<file path="config.mk">
export PLATFORM = sky130hd
export DESIGN_NAME = fetch_unit
export DESIGN_NICKNAME = d
export VERILOG_FILES = /design/src/rtl/fetch_unit.sv
export SDC_FILE = /design/constraint.sdc
export NUM_CORES = 1
export LEC_CHECK = 0
export BUFFER_PORTS_ARGS = -buffer_cell sky130_fd_sc_hd__buf_2
export CAP_MARGIN = 15
export CORE_ASPECT_RATIO = 0.7
export CORE_MARGIN = 3
export CORE_UTILIZATION = 47
export DETAILED_ROUTE_END_ITERATION = 16
export PLACE_DENSITY_LB_ADDON = 0.3
export SLEW_MARGIN = 40
export SYNTH_ARGS = -nofsm -noshare
export SYNTH_HDL_FRONTEND = slang
export SYNTH_SLANG_ARGS = --single-unit
</file>
<file path="constraint.sdc">
create_clock -name clk -period 3.15 [get_ports clk]
set_input_delay 0.63 -clock clk [delete_from_list [all_inputs] [get_ports clk]]
set_output_delay 0.63 -clock clk [all_outputs]
set_load 0.01 [all_outputs]
</file>
<file path="src/rtl/fetch_unit.sv">
`default_nettype none
// ============================================================================
// Module      : fetch_unit
// Description : RV32I instruction-fetch stage. Owns the PC and keeps at most
//               one request outstanding on the req/gnt/rvalid memory port.
// Revision    : 1.0 - initial release
// ============================================================================
module fetch_unit #(
    parameter logic [31:0] RESET_PC  = 32'h0000_0000,
    parameter logic [31:0] NOP_INSTR = 32'h0000_0013
) (
    input  logic        clk,
    input  logic        reset,
    input  logic        StallF,
    input  logic        RedirectE,
    input  logic [31:0] PCTargetE,
    output logic        imem_req,
    output logic [31:0] imem_addr,
    input  logic        imem_gnt,
    input  logic        imem_rvalid,
    input  logic [31:0] imem_rdata,
    output logic [31:0] InstrF,
    output logic [31:0] PCF,
    output logic [31:0] PCPlus4F,
    output logic        ValidF
);

    localparam logic [1:0] S_REQ  = 2'd0;
    localparam logic [1:0] S_WAIT = 2'd1;
    localparam logic [1:0] S_HOLD = 2'd2;
    localparam logic [1:0] S_DROP = 2'd3;

    logic [1:0]  r_state;
    logic [1:0]  w_state_nxt;
    logic [31:0] r_pc;
    logic [31:0] w_pc_nxt;
    logic [31:0] r_instr;
    logic [31:0] w_instr_nxt;
    logic [31:0] w_pc_plus4;
    logic [31:0] w_target;
    logic [31:0] w_addr;
    logic        w_req;
    logic        w_valid;

    assign w_pc_plus4 = r_pc + 32'd4;
    assign w_target   = PCTargetE & ~32'd3;

    always_comb begin
        w_state_nxt = r_state;
        w_pc_nxt    = r_pc;
        w_instr_nxt = r_instr;
        w_req       = 1'b0;
        w_addr      = r_pc;
        w_valid     = 1'b0;
        case (r_state)
            S_REQ: begin
                w_req = 1'b1;
                if (RedirectE) begin
                    w_pc_nxt    = w_target;
                    // A granted fetch of the stale PC still has to drain.
                    w_state_nxt = imem_gnt ? S_DROP : S_REQ;
                end else if (imem_gnt) begin
                    w_state_nxt = S_WAIT;
                end
            end
            S_WAIT: begin
                if (RedirectE) begin
                    w_pc_nxt    = w_target;
                    w_state_nxt = imem_rvalid ? S_REQ : S_DROP;
                end else if (imem_rvalid) begin
                    w_instr_nxt = imem_rdata;
                    w_state_nxt = S_HOLD;
                end
            end
            S_DROP: begin
                if (RedirectE) begin
                    w_pc_nxt = w_target;
                end
                if (imem_rvalid) begin
                    w_state_nxt = S_REQ;
                end
            end
            default: begin // S_HOLD
                w_valid = ~RedirectE;
                if (RedirectE) begin
                    w_pc_nxt    = w_target;
                    w_state_nxt = S_REQ;
                end else if (!StallF) begin
                    // Decode takes the held word this edge; prefetch the next one now.
                    w_req       = 1'b1;
                    w_addr      = w_pc_plus4;
                    w_pc_nxt    = w_pc_plus4;
                    w_state_nxt = imem_gnt ? S_WAIT : S_REQ;
                end
            end
        endcase
    end

    always_ff @(posedge clk) begin
        if (reset) begin
            r_state <= S_REQ;
            r_pc    <= RESET_PC & ~32'd3;
            r_instr <= NOP_INSTR;
        end else begin
            r_state <= w_state_nxt;
            r_pc    <= w_pc_nxt;
            r_instr <= w_instr_nxt;
        end
    end

    assign imem_req  = w_req & ~reset;
    assign imem_addr = w_addr & ~32'd3;
    assign ValidF    = w_valid & ~reset;
    assign InstrF    = ValidF ? r_instr : NOP_INSTR;
    assign PCF       = r_pc;
    assign PCPlus4F  = w_pc_plus4;

endmodule
`default_nettype wire
</file>
==> flow_summary.json <==
{
  "worst_skew_pair.late_latency_ns": 0.32,
  "synth.top_cell.area_share_pct": 31.4,
  "main_flop_type_after_synthesis": "dfxtp_1",
  "drive_gt1_share_pct": 34.6,
  "seqPwrFrac_pct": 36.5,
  "final_hold_viols": 0,
  "min_period_ns": 3.00,
  "outcome": "complete, no violations",
  "hold-path-endpoint": "r_instr[28]$_SDFFE_PP0P_",
  "grt_pass1_vias": 4212,
  "final.period_utilization_pct": 95.3,
  "initial_cell_density_of_the_core_pct": 50.2,
  "netlist_instances": 555,
  "critPathSlowestCell": "or4_4",
  "final_gp_congestion": 0.860,
  "std_cell_rows": 27,
  "h-tree-depth": 3,
  "p_per_area_nw_per_um2": 439,
  "fp.dieH_um": 84,
  "maxSlewViolCount": 0,
  "setup_tns_ns": 0,
  "count_of_antenna_violating_nets_left_after_detailed_routing": 0,
  "cts_inserted_buffers": 9,
  "vias_per_cell": 5.12,
  "clk_transition_reported_paths_ns": 0.05,
  "number_of_warnings_printed_during_yosys_synthesis": 0,
  "io_count": 200,
  "fin_worst_hold_slack_ns": 0.449,
  "max_cap_viol": 0,
  "timing_worst_slew_pin_value_ns": 0.701,
  "net-switching-power_uw": 632,
  "hold_path.startpoint": "r_instr[28]$_SDFFE_PP0P_",
  "syn-cell-area_um2": 4090,
  "cts_tree": "done",
  "port-buffer-count": 191,
  "synth_cell_types": 44,
  "core-area_um2": 8140,
  "crit_path_max_fanout": 8,
  "grtUsageTotal_pct": 24.6,
  "hold_class": "reg -> reg",
  "p_sw_share_pct": 25.8,
  "crit_path_end_kind": "primary output",
  "leakagePower_nw": 2.60,
  "setup_repair_after_global_routing_missed_its_margin": "no",
  "cpLargestDelayFamily": "simple AND/OR/NAND/NOR gates",
  "p_total_mw": 2.45,
  "drt_iter0_drc": 306,
  "critical_path.startpoint_type": "register",
  "layout_common_cells": "buf_2, nand2_1, dfxtp_1",
  "yosysTopAreaCell": "dfxtp_1",
  "number_of_nets_in_the_layout": 808,
  "achievable-frequency_ghz": 0.333,
  "cp_data_arrival_time_ns": 2.37,
  "max_slew_margin_pct": 53.3,
  "holdPathStages": 2,
  "critPathBufInv": 1,
  "synth_seq_cells": 64,
  "startpoint_to_endpoint_class_of_the_critical_path": "reg -> out",
  "critical_path.reg2reg.endpoint": "PCF[29]$_SDFFE_PP0N_",
  "synthTopCellsByArea": "dfxtp_1, xnor2_1, nand2_1, xor2_1, a21oi_1",
  "gate_power_share_pct": 15.9,
  "largest_net_degree_at_the_start_of_global_routing": 66,
  "cts_root_buffer": "clkbuf_16",
  "regToRegStartpoint": "PCF[15]$_SDFFE_PP0N_",
  "async_reset_ff_share_pct": 0,
  "area_of_the_die_um2": 9860,
  "post-dp-hpwl_um": 9200,
  "required_ns": 2.52,
  "synth_edf_count": 0,
  "globalRouteOverflowTotal": 0,
  "p_int_mw": 1.82,
  "syn_avg_cell_area_um2": 7.36,
  "avgRoutedWirePerCell_um": 14.7,
  "drc": 0,
  "r2r_setup_slack_ns": 0.85,
  "cts-root-to-sink-buffers": 2,
  "clockPowerShare_pct": 47.6,
  "die-width_um": 117,
  "critical-path-max-stage-delay_ns": 0.56,
  "layout.cells.most_common": "buf_2",
  "cts_num_sinks": 64,
  "routed_wirelength_um": 12600,
  "first_pass_iters": 4,
  "worst-r2r-cell-count": 6,
  "grt_pass1_wl_um": 20500,
  "setup_violations": 0,
  "ys_seq_area_share_pct": 31.4,
  "vdd_drop_max_mv": 0.268,
  "grt_antenna_before_repair": 0,
  "worstPathCellList": "nand3_1 -> or4_4 -> nand2b_2 -> nor3_1 -> xor2_1 -> buf_2",
  "route.vias.total": 4401,
  "final.setup_skew_ns": 0.00442,
  "syn2layout_area_growth_pct": 36.7
}
-- cell type report --
cell class | instances | area (um^2)
Multi-Input combinational cell | 432 | 2580
Fill cell | 734 | 2560
Sequential cell | 64 | 1280
Timing Repair Buffer | 223 | 1200
Clock buffer | 10 | 239
Tap cell | 116 | 145
Clock inverter | 6 | 115
Inverter | 7 | 26.3
Antenna cell | 1 | 2.50
-- cell usage after synthesis, drive strengths merged (10+ instances only) --
cell,number
nor2,51
a211oi,15
clkbuf,38
a21oi,39
nand2,99
buf,19
dfxtp,64
and2,30
xor2,37
nor3,19
nand4,10
nor4,13
nand3,19
xnor2,43
-- what timing repair did --
item / CTS / global route
endpoints found under the setup margin: 2 / 17
pin swaps: 0 / 2
hold buffers: 0 / 0
setup buffers: 0 / 4
gates resized for setup: 1 / 6
-- sequential cells by signal (all words and copies together), names as in the netlist --
| register | count |
|---|---|
| PCF | 30 |
| r_instr | 32 |
| r_state | 2 |
-- worst min-delay path, cell delays in order (launching register included) --
cell	delay, ns
dfxtp_1	0.30
nand2_1	0.05
a21oi_1	0.05
-- metrics by stage --
| step | area, um^2 | worst slack, ns | cells | util [%] |
|---|---|---|---|---|
| 2_1_floorplan | 4100 | 0.448 | 560 | - |
| 3_3_place_gp | 5170 | 0.344 | 838 | 63.6 |
| 3_5_place_dp | 5170 | 0.298 | 838 | 63.6 |
| 4_1_cts | 5530 | 0.0163 | 854 | 67.9 |
| 5_1_grt | 5580 | 0.00805 | 858 | 68.6 |
| 6_report | 5590 | 0.147 | 859 | 68.6 |
-- power groups by stage --
| stage | Combinational, mW | Sequential [mW] | Clock (mW) |
|---|---|---|---|
| after floorplan | 0.225 | 0.903 | 0 |
| after CTS | 0.390 | 0.893 | 1.19 |
| after global routing | 0.425 | 0.901 | 1.23 |
| after global placement | 0.381 | 0.907 | 0 |
| final | 0.390 | 0.895 | 1.17 |
| after detailed placement | 0.387 | 0.911 | 0 |
-- routing by layer --
| metal | wire length [um] | GRT usage [%] | share of wire [%] | up-vias |
|---|---|---|---|---|
| li1 | - | - | - | 2198 |
| met1 | 5580 | 31.3 | 44 | 2005 |
| met2 | 5820 | 40.8 | 46 | 179 |
| met3 | 1020 | 7.11 | 8.1 | 19 |
| met4 | 194 | 7.14 | 1.5 | 0 |
| met5 | 0 | 0 | 0 | - |
-- logic make-up after synthesis --
family,count (synthesis),share of synthesized area [%]
buf+inv,64,6.77
xor+xnor,80,17.2
compound gates,69,10.3
other cells,1,0.0918
flops,64,31.4
simple gates,272,33.0
fa+ha+maj,1,0.306
mux,4,1.01
-- worst max path at each step --
stage,start,to,slack (ns),cells past startpoint
after CTS,PCF[13]$_SDFFE_PP0N_,imem_addr[23],0.02,6
after global placement,PCF[6]$_SDFFE_PP0N_,imem_addr[23],0.34,6
after detailed placement,PCF[13]$_SDFFE_PP0N_,imem_addr[23],0.30,6
after global routing,PCF[2]$_SDFFE_PP0N_,PCPlus4F[26],0.008,7
after floorplan,PCF[11]$_SDFFE_PP0N_,PCPlus4F[31],0.45,7
final,PCF[14]$_SDFFE_PP0N_,imem_addr[23],0.15,6
(Power assumes the default switching activity.)
